$ cat src/rtl/car_controller.sv
// car_controller: elevator car motion and door sequencer.
// Owns the current floor, the last travel direction and the door phase. It
// consumes the {go_up, go_down, open_door} request vector. Every interval is
// counted in clk380hz cycles by a single counter that clears on each state entry.
// Optional feature macro: CAR_DOOR_BTN_EN enables the in-car open/close buttons.
// Without the macro, open_btn and close_btn are still ports but have no effect.
// Floor count and encodings normally come from global.vh. The guarded defaults
// below keep this file self-contained when that header is absent.

`ifndef F_N
`define F_N 8
`endif
`ifndef RS_UP
`define RS_UP 4'd1
`endif
`ifndef RS_DOWN
`define RS_DOWN 4'd2
`endif
`ifndef DS_CLOSED
`define DS_CLOSED 4'd0
`endif
`ifndef DS_OPENING
`define DS_OPENING 4'd1
`endif
`ifndef DS_OPEN
`define DS_OPEN 4'd2
`endif
`ifndef DS_CLOSING
`define DS_CLOSING 4'd3
`endif

module car_controller #(
  parameter int MOVE_CYC  = 760,
  parameter int DOOR_CYC  = 190,
  parameter int DWELL_CYC = 1140
) (
  input  logic       clk380hz,
  input  logic       rst,            // synchronous, active low
  input  logic [2:0] req,            // {go_up, go_down, open_door}
  input  logic       open_btn,
  input  logic       close_btn,
  output logic [7:0] curr_floor,
  output logic [3:0] running_state,
  output logic [3:0] door_state,
  output logic [2:0] dbg_state_o     // raw FSM state for observation
);

  typedef enum logic [2:0] {
    S_IDLE    = 3'd0,
    S_MOVING  = 3'd1,
    S_OPENING = 3'd2,
    S_OPEN    = 3'd3,
    S_CLOSING = 3'd4
  } state_e;

  localparam logic [15:0] MOVE_LAST  = 16'(MOVE_CYC - 1);
  localparam logic [15:0] DOOR_LAST  = 16'(DOOR_CYC - 1);
  localparam logic [15:0] DWELL_LAST = 16'(DWELL_CYC - 1);
  localparam logic [7:0]  TOP_FLOOR  = 8'(`F_N - 1);

  state_e      state_q, state_d;
  logic [15:0] cnt_q, cnt_d;
  logic [7:0]  floor_q, floor_d;
  logic [3:0]  rs_q, rs_d;

  logic go_up, go_down, open_door;
  assign go_up     = req[2];
  assign go_down   = req[1];
  assign open_door = req[0];

`ifndef CAR_DOOR_BTN_EN
  // Buttons have no effect in this build.
  logic unused_btn;
  assign unused_btn = open_btn ^ close_btn;
`endif

  // State, counter, floor and direction registers with synchronous active-low reset.
  always_ff @(posedge clk380hz) begin
    if (!rst) begin
      state_q <= S_IDLE;
      cnt_q   <= '0;
      floor_q <= '0;
      rs_q    <= `RS_UP;
    end else begin
      state_q <= state_d;
      cnt_q   <= cnt_d;
      floor_q <= floor_d;
      rs_q    <= rs_d;
    end
  end

  // Next-state logic. Any state change also clears the counter.
  always_comb begin
    state_d = state_q;
    cnt_d   = cnt_q + 16'd1;
    floor_d = floor_q;
    rs_d    = rs_q;
    case (state_q)
      S_IDLE: begin
        cnt_d = '0;
        if (open_door) begin
          state_d = S_OPENING;
        end else if (go_up && (floor_q < TOP_FLOOR)) begin
          state_d = S_MOVING;
          rs_d    = `RS_UP;
        end else if (go_down && (floor_q != 8'd0)) begin
          state_d = S_MOVING;
          rs_d    = `RS_DOWN;
        end
      end
      S_MOVING: begin
        if (cnt_q == MOVE_LAST) begin
          state_d = S_IDLE;
          cnt_d   = '0;
          // Saturating step; direction was validated on entry.
          if (rs_q == `RS_UP) begin
            if (floor_q < TOP_FLOOR) floor_d = floor_q + 8'd1;
          end else begin
            if (floor_q != 8'd0) floor_d = floor_q - 8'd1;
          end
        end
      end
      S_OPENING: begin
        if (cnt_q == DOOR_LAST) begin
          state_d = S_OPEN;
          cnt_d   = '0;
        end
      end
      S_OPEN: begin
        if (cnt_q == DWELL_LAST) begin
          state_d = S_CLOSING;
          cnt_d   = '0;
        end
`ifdef CAR_DOOR_BTN_EN
        // The open button wins over the close button and restarts the dwell.
        if (open_btn) begin
          state_d = S_OPEN;
          cnt_d   = '0;
        end else if (close_btn) begin
          state_d = S_CLOSING;
          cnt_d   = '0;
        end
`endif
      end
      S_CLOSING: begin
        if (open_door) begin
          state_d = S_OPENING;
          cnt_d   = '0;
`ifdef CAR_DOOR_BTN_EN
        end else if (open_btn) begin
          state_d = S_OPENING;
          cnt_d   = '0;
`endif
        end else if (cnt_q == DOOR_LAST) begin
          state_d = S_IDLE;
          cnt_d   = '0;
        end
      end
      default: begin
        state_d = S_IDLE;
        cnt_d   = '0;
      end
    endcase
  end

  // Door phase is decoded purely from the registered state.
  always_comb begin
    door_state = `DS_CLOSED;
    case (state_q)
      S_OPENING: door_state = `DS_OPENING;
      S_OPEN:    door_state = `DS_OPEN;
      S_CLOSING: door_state = `DS_CLOSING;
      default:   door_state = `DS_CLOSED;
    endcase
  end

  assign curr_floor    = floor_q;
  assign running_state = rs_q;
  assign dbg_state_o   = state_q;

endmodule

$ cat config.mk
export PLATFORM = sky130hd
export DESIGN_NAME = car_controller
export DESIGN_NICKNAME = d
export VERILOG_FILES = /design/src/rtl/car_controller.sv
export SDC_FILE = /design/constraint.sdc
export NUM_CORES = 1
export LEC_CHECK = 0
export CAP_MARGIN = 20
export CORE_MARGIN = 5
export CORE_UTILIZATION = 49
export DETAILED_ROUTE_END_ITERATION = 6
export GPL_TIMING_DRIVEN = 0
export PLACE_DENSITY = 0.76
export SYNTH_ARGS = -nofsm -noshare
export SYNTH_HDL_FRONTEND = slang
export SYNTH_SLANG_ARGS = --single-unit
$ cat constraint.sdc
create_clock -name clk380hz -period 2.1 [get_ports clk380hz]
set_input_delay 0.21 -clock clk380hz [delete_from_list [all_inputs] [get_ports clk380hz]]
set_output_delay 0.21 -clock clk380hz [all_outputs]
set_load 0.02 [all_outputs]
==> flow_results.org <==
** Floorplanning
- In this run the count of I/O pins placed on the die edge is 26.
- The die is 70.13 um tall.
- Starting Density :: a little over 50%
- After floorplanning, the core was divided into 21 placement rows.
- Die footprint :: a little under 0.005 mm2
- The floorplan step set the die width to 70.13 um.
- After floorplanning, the core was sized to cover 0.003416 mm2.

** Synth
- Cell Area, Synth :: 0.001772 mm2
- Count of different cell masters after synthesis :: 45
- Yosys mapped a number of flops with a built-in enable equal to 0.
- The most used flip-flop cell after synthesis is dfxtp_1.
- Yosys attributes the largest share of cell area to dfxtp_1, xnor2_1, ha_1.
- After synthesis, the largest area contributor takes up between 30% and 40% of total cell area.
- Synthesized instance count :: 207
- Flops & latches, synth :: 29
- Biggest area consumer among synthesized cells :: dfxtp_1
- Sequential area share after synthesis :: 32.77%
- Among all cell types in the netlist, the one instantiated most often is dfxtp_1.
- Number of warning messages in the yosys log :: 0
- Most numerous cell types in the synthesized netlist :: dfxtp_1, nor2_1, xnor2_1
- A synthesized cell averages ~8.6 um2.
- Async set or reset register ratio after synthesis :: 0%

** Placed design
- The wire-length estimate of the detail-placed layout is around 2.6 mm.
- Routability Congestion :: 0.8652
- The number of placed instances, taps included, is 275.
- IO Port Bufs :: 19

** Cells and area
- Layout-stage area growth over the synthesis result :: 28.46%
- In the final design database the tool counted ~260 nets.
- Fin cells :: 286
- Antenna diode count :: 0
- Fill cells in the final layout number approximately 290.
- In the final layout, the share of cells above drive strength 1 is 21.25%.

** Global route
- Pin count of the biggest net entering global routing :: 11
- For this run the aggregate overflow at the end of global routing stands at 0.
- The initial antenna violation count is 0.
- For this run, global-route usage on met3 was measured as 4.304%.
- After global routing, the most crowded layer is met2.
- The first global-routing pass estimated between 6 and 7 mm of wire.
- Global routing used 24.13% of the available met2 tracks.
- Global routing consumed, on the met1 layer, 19.21% of the routing resources.
- Overall Global Routing Usage :: 15.01%
- The number of global-route vias before repair came to 1328.

** Detailed routing
- For this run, the detailed router's first-pass iteration total came to 4.
- Post-DR vias/cell :: 5.287
- Wire length per cell :: 12.84 um
- For this block, the initial DRC count from the detailed router was 92.
- Antenna Nets Post-Route :: 0
- For this block, the via count after detailed routing is 1512.
- Wire length reported by the detailed router :: 3.672 mm
- For this run, design rule violations remaining after detail routing come to 0.

** Power
- Overall power consumption after layout is estimated at 1377 uW.
- Dividing total power by cell area gives a power density of 605.1 mW/mm2.
- VDD sags by at most between 0.3 and 0.4 mV.
- Portion of total power attributed to combinational logic :: 21.9%
- The clock network accounts for 35.8% of the total power.
- Net load switching power :: just under 400 uW
- Cell internal power was estimated by the tool at 988.3 uW.
- In this run, flip-flops and latches consume around 42% of the power.
- Static leakage :: 0.0008671 uW
- Of the total power, the share spent switching nets is about 28%.

** Critical path
- Critical Setup Path Class :: flip-flop to flip-flop
- The worst setup path is launched from a flip-flop.
- CP required :: 2.34 ns
- Launch point of the worst path :: cnt_q[13]
- STA classifies the critical path endpoint as a flip-flop.
- The worst register-to-register path begins at cnt_q[13].
- Crit path arrival time :: 2.31 ns
- In this run the worst path has a maximum fanout of 4.

** Timing
- Total count of hold-check failures in the final report :: 0
- Dividing the final minimum period by the clock period gives between 90 and 100%.
- Setup repair after global routing missed its margin :: true
- The final number of max-transition violations was 0.
- For this run, the top clock speed supported by timing is 483.9 MHz.
- Final setup violation count :: 0
- Worst setup skew after layout :: 0.008310 ns
- Across all hold checks on the routed design, the worst slack comes to 0.4731 ns.
- Final worst path period need :: about 2.1 ns

** Clock network
- Post-CTS Hold Buffers :: 0
- Worst-Skew Late Latency :: between 0.3 and 0.4 ns
- Clock-pin slew was measured on the worst setup and hold paths at 0.10 ns.
- Clock tree synthesis selected as its root buffer the cell clkbuf_4.
- The clock drives 29 sinks.
- Clock tree from TritonCTS :: done
- The longest clock path from root to sink contains 2 buffers.
- The H-tree was split into 2 levels.
- Clock buffer count from CTS :: 5

** Worst hold path
- Beginning of the worst hold path :: cnt_q[0]
- In this run the worst hold path is classified as flip-flop to flip-flop.

** Status
- Run status :: finished, final reports clean

** Flow run
- Max Cap Violations :: 0
-- registers in the layout, indices dropped and copies added (netlist names) --
signal,flops
cnt_q,16
curr_floor,8
dbg_state_o,3
running_state,2
-- worst paths after layout --
| check | endpoint | slack (ns) | cells past startpoint |
|---|---|---|---|
| worst max-delay path | curr_floor[7] | 0.03 | 6 |
| worst min-delay path | cnt_q[0] | 0.47 | 1 |
| worst max register to register | curr_floor[7] | 0.03 | 6 |
| worst min register to register | cnt_q[0] | 0.47 | 1 |
-- cells by family (layout without fill, tap and decap cells) --
logic type               after synthesis  count (layout)  share of synthesized area (%)
AO/OA/AOI/OAI                         27              27                          10.38
XOR/XNOR                              22              22                          10.88
adder cells (fa/ha/maj)               10              10                          7.486
buffers and inverters                 19              48                          5.720
flip-flops                            29              29                          32.77
multiplexers                           7               7                          3.955
other                                  1               4                         0.2117
AND/OR/NAND/NOR                       92              93                          28.60
-- layer usage --
layer	up-vias	part of all wire, %
met5	-	0
met4	0	1.4
met3	6	4.6
met2	36	46
met1	692	48
li1	778	-
-- area by class of cell --
type	count	area [um2]	share of cell area, %
Inverter	7	26.28	1.154
Tap cell	46	57.56	2.529
Buffer	11	76.32	3.353
Clock inverter	2	37.54	1.649
Clock buffer	6	51.30	2.254
Timing Repair Buffer	22	216.5	9.511
Sequential cell	29	599.3	26.33
Multi-Input combinational cell	163	1211	53.22
-- placed cells by master, fill, tap and decap left out, drive strengths merged, types with 8 or more instances in the layout --
cell type / netlist / final
buf: 9 / 12
clkbuf: 3 / 8
clkdlybuf4s50: 0 / 19
dfxtp: 29 / 29
ha: 9 / 9
nand2: 11 / 11
nand3: 10 / 10
nor2: 28 / 28
nor2b: 9 / 9
xnor2: 16 / 16
-- worst max-delay path: stages, from the launching register on --
cell and delay (ns):
dfxtp_2 0.35, or4_4 0.56, nor4_4 0.19, nand4b_1 0.18, a211o_1 0.33, and3_4 0.19, o21a_1 0.17
-- timing repair --
item | CTS | global route
resized for setup | 4 | 24
pin swaps | 4 | 3
cloned | 0 | 1
buffers inserted | 2 | 1
setup endpoints to repair | 24 | 26
-- power by group through the flow --
stage / registers, uW / clock network [uW] / logic [uW]
floorplan: 606 / 0 / 181
global placement: 592 / 0 / 272
detailed placement: 593 / 0 / 272
CTS: 581 / 506 / 280
global route: 585 / 534 / 327
finish: 582 / 494 / 302
-- metrics by stage --
step | setup WS (ns) | TNS (ns) | utilization (%) | instance area (um2)
2_1_floorplan | -0.03096 | -0.03096 | - | 1797
3_3_place_gp | -0.2508 | -2.873 | 59.85 | 2044
3_5_place_dp | -0.3045 | -3.762 | 59.85 | 2044
4_1_cts | -0.04207 | -0.04207 | 63.19 | 2158
5_1_grt | -0.05595 | -0.06098 | 66.63 | 2276
6_report | 0.03344 | 0 | 66.63 | 2276
No activity file was read; power rests on OpenSTA's default activity.
